[config.mk]
export PLATFORM = sky130hd
export DESIGN_NAME = rmst_fm_tile_loader
export DESIGN_NICKNAME = d
export VERILOG_FILES = /design/src/rtl/rmst_fm_tile_loader.sv
export SDC_FILE = /design/constraint.sdc
export NUM_CORES = 1
export LEC_CHECK = 0
export ABC_AREA = 0
export CORE_MARGIN = 8
export CORE_UTILIZATION = 55
export DETAILED_ROUTE_END_ITERATION = 7
export GPL_TIMING_DRIVEN = 0
export PLACE_DENSITY = 0.76
export SETUP_SLACK_MARGIN = 0.1
export SLEW_MARGIN = 20
export SYNTH_ARGS = -nofsm -noshare
export SYNTH_HDL_FRONTEND = slang
export SYNTH_SLANG_ARGS = --single-unit
export TNS_END_PERCENT = 10
[constraint.sdc]
create_clock -name clk -period 17.6 [get_ports clk]
set_input_delay 1.76 -clock clk [delete_from_list [all_inputs] [get_ports clk]]
set_output_delay 1.76 -clock clk [all_outputs]
set_load 0.03 [all_outputs]
[src/rtl/rmst_fm_tile_loader.sv]
// rmst_fm_tile_loader
//   Read-master controller that fetches one input feature-map tile from
//   external memory as a sequence of bursts. The tile extent follows from the
//   kernel size and stride, is clipped at the feature-map edges, and each row
//   is split into bursts of at most MAX_BURST words.
//
// Ports
//   clk                    clock
//   rst                    asynchronous reset, active-low
//   load_start             tile load request (level, sampled in IDLE only)
//   load_done              one-cycle pulse when the whole tile has been moved
//   fm_base                word base address of the feature map
//   tile_base_n/row/col    tile origin: channel, input row, input column
//   param_raddr            burst byte address (registered, held between bursts)
//   param_iolen            burst length in words (registered, held between bursts)
//   load_trans_start       one-cycle pulse, param_* valid
//   load_trans_done        one-cycle pulse from the read master, burst finished
//   load_fifo_almost_full  throttle, no new burst is configured while high
//
// state  | meaning
// IDLE   | waiting for load_start, inputs latched on request
// CALC   | clip tile extent against the feature-map edges
// WAIT   | burst pending, held off by almost_full
// CONFIG | compute and register burst address/length
// TRANS  | burst outstanding, waiting for load_trans_done
// NEXT   | advance col-offset / row / channel counters
// DONE   | load_done pulse

module rmst_fm_tile_loader #(
    parameter int CW        = 16,
    parameter int XAW       = 32,
    parameter int DW        = 32,
    parameter int N         = 32,
    parameter int R         = 64,
    parameter int C         = 32,
    parameter int K         = 3,
    parameter int S         = 1,
    parameter int Tn        = 16,
    parameter int Tr        = 16,
    parameter int Tc        = 16,
    parameter int MAX_BURST = 16
) (
    input  logic           clk,
    input  logic           rst,
    input  logic           load_start,
    output logic           load_done,
    input  logic [XAW-1:0] fm_base,
    input  logic [CW-1:0]  tile_base_n,
    input  logic [CW-1:0]  tile_base_row,
    input  logic [CW-1:0]  tile_base_col,
    output logic [XAW-1:0] param_raddr,
    output logic [CW-1:0]  param_iolen,
    output logic           load_trans_start,
    input  logic           load_trans_done,
    input  logic           load_fifo_almost_full
);

    localparam int ROWS  = (Tr - 1) * S + K;
    localparam int COLS  = (Tc - 1) * S + K;
    localparam int BYTES = DW / 8;

    typedef enum logic [2:0] {IDLE, CALC, WAIT, CONFIG, TRANS, NEXT, DONE} state_t;

    state_t         r_state;
    logic [XAW-1:0] r_fm_base;
    logic [CW-1:0]  r_base_n, r_base_row, r_base_col;
    logic [CW-1:0]  r_nn, r_rr, r_cc;
    logic [CW-1:0]  r_n, r_r, r_coff;

    // Extent remaining from the origin to the edge, capped at the tile extent.
    function automatic logic [CW-1:0] clip(input logic [CW-1:0] base, input int dim, input int ext);
        int rem;
        if (int'(base) >= dim) return '0;
        rem = dim - int'(base);
        return (rem < ext) ? CW'(rem) : CW'(ext);
    endfunction

    logic [CW-1:0]  w_nn, w_rr, w_cc;
    logic [CW-1:0]  w_rem, w_len;
    logic [XAW-1:0] w_ch, w_row, w_word;
    logic           w_last_col, w_last_row, w_last_ch;

    assign w_nn = clip(r_base_n,   N, Tn);
    assign w_rr = clip(r_base_row, R, ROWS);
    assign w_cc = clip(r_base_col, C, COLS);

    assign w_ch   = XAW'(r_base_n) + XAW'(r_n);
    assign w_row  = XAW'(r_base_row) + XAW'(r_r);
    assign w_word = r_fm_base + w_ch * XAW'(R * C) + w_row * XAW'(C)
                    + XAW'(r_base_col) + XAW'(r_coff);

    assign w_rem = r_cc - r_coff;
    assign w_len = (w_rem > CW'(MAX_BURST)) ? CW'(MAX_BURST) : w_rem;

    assign w_last_col = (r_coff + CW'(MAX_BURST)) >= r_cc;
    assign w_last_row = r_r == (r_rr - 1'b1);
    assign w_last_ch  = r_n == (r_nn - 1'b1);

    always_ff @(posedge clk or negedge rst) begin
        if (!rst) begin
            r_state          <= IDLE;
            r_fm_base        <= '0;
            r_base_n         <= '0;
            r_base_row       <= '0;
            r_base_col       <= '0;
            r_nn             <= '0;
            r_rr             <= '0;
            r_cc             <= '0;
            r_n              <= '0;
            r_r              <= '0;
            r_coff           <= '0;
            param_raddr      <= '0;
            param_iolen      <= '0;
            load_trans_start <= 1'b0;
            load_done        <= 1'b0;
        end else begin
            load_trans_start <= 1'b0;
            load_done        <= 1'b0;
            case (r_state)
                IDLE: begin
                    if (load_start) begin
                        r_fm_base  <= fm_base;
                        r_base_n   <= tile_base_n;
                        r_base_row <= tile_base_row;
                        r_base_col <= tile_base_col;
                        r_n        <= '0;
                        r_r        <= '0;
                        r_coff     <= '0;
                        r_state    <= CALC;
                    end
                end
                CALC: begin
                    r_nn <= w_nn;
                    r_rr <= w_rr;
                    r_cc <= w_cc;
                    if (w_nn == '0 || w_rr == '0 || w_cc == '0) begin
                        load_done <= 1'b1;
                        r_state   <= DONE;
                    end else if (load_fifo_almost_full) begin
                        r_state <= WAIT;
                    end else begin
                        r_state <= CONFIG;
                    end
                end
                WAIT: begin
                    if (!load_fifo_almost_full) r_state <= CONFIG;
                end
                CONFIG: begin
                    param_raddr      <= w_word * XAW'(BYTES);
                    param_iolen      <= w_len;
                    load_trans_start <= 1'b1;
                    r_state          <= TRANS;
                end
                TRANS: begin
                    if (load_trans_done) r_state <= NEXT;
                end
                NEXT: begin
                    if (w_last_col) begin
                        r_coff <= '0;
                        if (w_last_row) begin
                            r_r <= '0;
                            r_n <= w_last_ch ? '0 : r_n + 1'b1;
                        end else begin
                            r_r <= r_r + 1'b1;
                        end
                    end else begin
                        r_coff <= r_coff + CW'(MAX_BURST);
                    end
                    if (w_last_col && w_last_row && w_last_ch) begin
                        load_done <= 1'b1;
                        r_state   <= DONE;
                    end else if (load_fifo_almost_full) begin
                        r_state <= WAIT;
                    end else begin
                        r_state <= CONFIG;
                    end
                end
                DONE: begin
                    r_state <= IDLE;
                end
                default: r_state <= IDLE;
            endcase
        end
    end

endmodule

==> flow_summary.toml <==
[clocking]
cts_hold_buf = 0
cts_tree = "yes"
ctsResizeCount = 0
path_clk_slew_ns = 0.06
numCtsBuffers = 26
cts_setup_buffers = 0
cts_sinks = 221
cts.htree.levels = 1
clockBufferDepth = 3
clock_latency_ns = 0.54
cts.root.buffer_cell = "clkbuf_16"

[grt]
grt_pass1_vias = 14178
grt_pass1_wl_um = 74600
grt_max_degree = 84
grt_usage_pct = 25.7
antenna_found_initial = 0
gr-total-overflow = 0

[sta]
slew_headroom_pct = 34.3
hold_viol_final = 0
worst_slack_ns = 10.98
fin_crit_sh_pct = 37.6
rsz0062_at_grt = "no"
slew_violations = 0
tightest_slew_ns = 0.986
skew_ns = 0.0152
setup_viol = 0
period_minus_slack_ns = 6.62
max_freq_ghz = 0.151
finalSetupTns_ns = 0

[final_layout]
finalNetCount = 2306
fillCellCount = 2443
area_growth_pct = 17.2
diodes = 0
drive_above_1_share_pct = 5.38

[placed_design]
io_buffer_count = 130
place_ws_ns = 11.12
dpl.hpwl_um = 36500
finalWeightedCongestion = 0.943

[synth]
ys_async_sr_fraction_pct = 100
ys_warn_count = 0
yosys.cell_types.count = 97
yosysMostFrequentCell = "nand2_1"
yosysSeqAreaShare_pct = 33.7
synth.top_cell.area_share_pct = 33.7
ys_ff_latch = 221
ys_top_cells_by_area = "dfrtp_1 34%, ha_1 11%, nand2_1 7.7%"
synth_cells = 1881
synth_edf_count = 0
synth_ff_type = "dfrtp_1"
synth_area_um2 = 16400
synth_area_leader_cell = "dfrtp_1"
synth.avg_cell_area_um2 = 8.72
synth_common_cells = "337 x nand2_1, 221 x dfrtp_1, 140 x ha_1"

[floorplan]
dieArea_um2 = 35600
rows = 63
die_h_um = 189
die_w_um = 189
pin_count = 135
start_util_pct = 55.7
design.core.area_um2 = 29500

[run]
maxCapViolCount = 0

[status]
status = "completed"

[critical_path]
start_kind = "flop"
cp.required_ns = 18.00
crit_fanout = 7
endpoint_kind = "flop"
worstPathArrival_ns = 7.02
path_class = "flop to flop"

[power_and_ir_drop]
power_density_nw_per_um2 = 210
ir_worst_vdd_mv = 0.206
leakage_uw = 0.00902

[route]
firstDrtPassIters = 5
post_drt_wl_per_cell_um = 19.2
via_count = 14578
drc_errors = 0
wl_um = 47000
vias_per_cell = 5.94
ant_nets = 0
dr.first_iter.drc_count = 1097

[worst_hold_path]
hold_path.class = "flop to flop"
[through the flow]
stage	util (%)	hold WS [ns]	instances	power, uW	area, um2
after floorplan	-	0.452	1883	2700	16400
after global placement	61.8	0.463	2403	3340	18200
after detailed placement	62.0	0.463	2406	3400	18300
after CTS	65.2	0.478	2453	4030	19200
after global routing	65.2	0.494	2453	4390	19200
final	65.2	0.476	2453	4040	19200
[final cells by class]
type	count	area [um2]	area share (%)
multi-input cells	1459	10100	52.4
flip-flops and latches	221	5530	28.8
repair buffers	133	1370	7.12
clock buffers	35	746	3.88
inverters	132	495	2.58
well taps	390	488	2.54
plain buffers	71	323	1.68
clock inverters	12	200	1.04
[final timing paths]
path,startpoint,endpoint,slack [ns],cells past startpoint
worst max register to register,r_base_row[0],param_raddr[30],10.98,22
worst max-delay path,r_base_row[0],param_raddr[30],10.98,22
worst min register to register,param_raddr[6],param_raddr[6],0.48,2
max in group asynchronous,rst,r_base_row[13],15.57,2
worst min-delay path,param_raddr[6],param_raddr[6],0.48,2
min in group asynchronous,rst,param_iolen[15],1.20,1
[power by group]
part	internal (uW)	leakage (uW)	switching, uW
Sequential	652	0.00291	163
Clock	371	0.000454	226
Combinational	1060	0.00566	1560
Total	2080	0.00902	1950
[registers in the layout, indices dropped and copies added (netlist names)]
signal and cells:
r_fm_base 30, load_done 1, param_raddr 30, load_trans_start 1, r_coff 12, r_state 3
param_iolen 16, r_r 16, r_base_col 16, r_rr 16, r_nn 16, r_n 16
r_base_row 16, r_cc 16, r_base_n 16
[cell families after synthesis]
| family | share of synthesized area [%] |
|---|---|
| AND/OR/NAND/NOR | 21.4 |
| buffers and inverters | 4.99 |
| other | 0.0458 |
| adder cells (fa/ha/maj) | 15.2 |
| flip-flops | 33.7 |
| multiplexers | 0.564 |
| XOR/XNOR | 6.67 |
| AO/OA/AOI/OAI | 17.4 |
[layer usage]
| metal | wire length [um] | track usage (%) | vias to the layer above |
|---|---|---|---|
| met2 | 22300 | 42.3 | 438 |
| met4 | 1560 | 8.78 | 0 |
| met1 | 20400 | 34.2 | 7091 |
| met5 | 0 | 0 | - |
| met3 | 2740 | 3.90 | 86 |
| li1 | - | - | 6963 |
[worst max-delay path: stages, from the launching register on]
cell,delay [ns]
dfrtp_1,0.48
ha_1,0.28
fa_1,0.41
a21o_1,0.17
a21oi_1,0.24
o21ba_2,0.17
o21ai_0,0.14
a41oi_1,0.30
a211oi_1,0.16
a31o_2,0.29
xnor2_1,0.42
fa_1,0.50
inv_1,0.06
ha_1,0.23
ha_1,0.30
ha_1,0.39
a21boi_0,0.16
a311oi_1,0.25
o41ai_1,0.21
a2111o_1,0.44
a2111oi_0,0.55
nor4_1,0.12
nand3b_1,0.20
[cell usage in the layout, fill, tap and decap left out, drive strengths merged, types with 70 or more instances in the layout]
master and count:
o21ai 102, nor2 85, clkdlybuf4s50 129, ha 140, clkbuf 82, dfrtp 221, inv 132, xnor2 70
a21oi 82, nand2 337
Power figures use the tool's default switching activity.
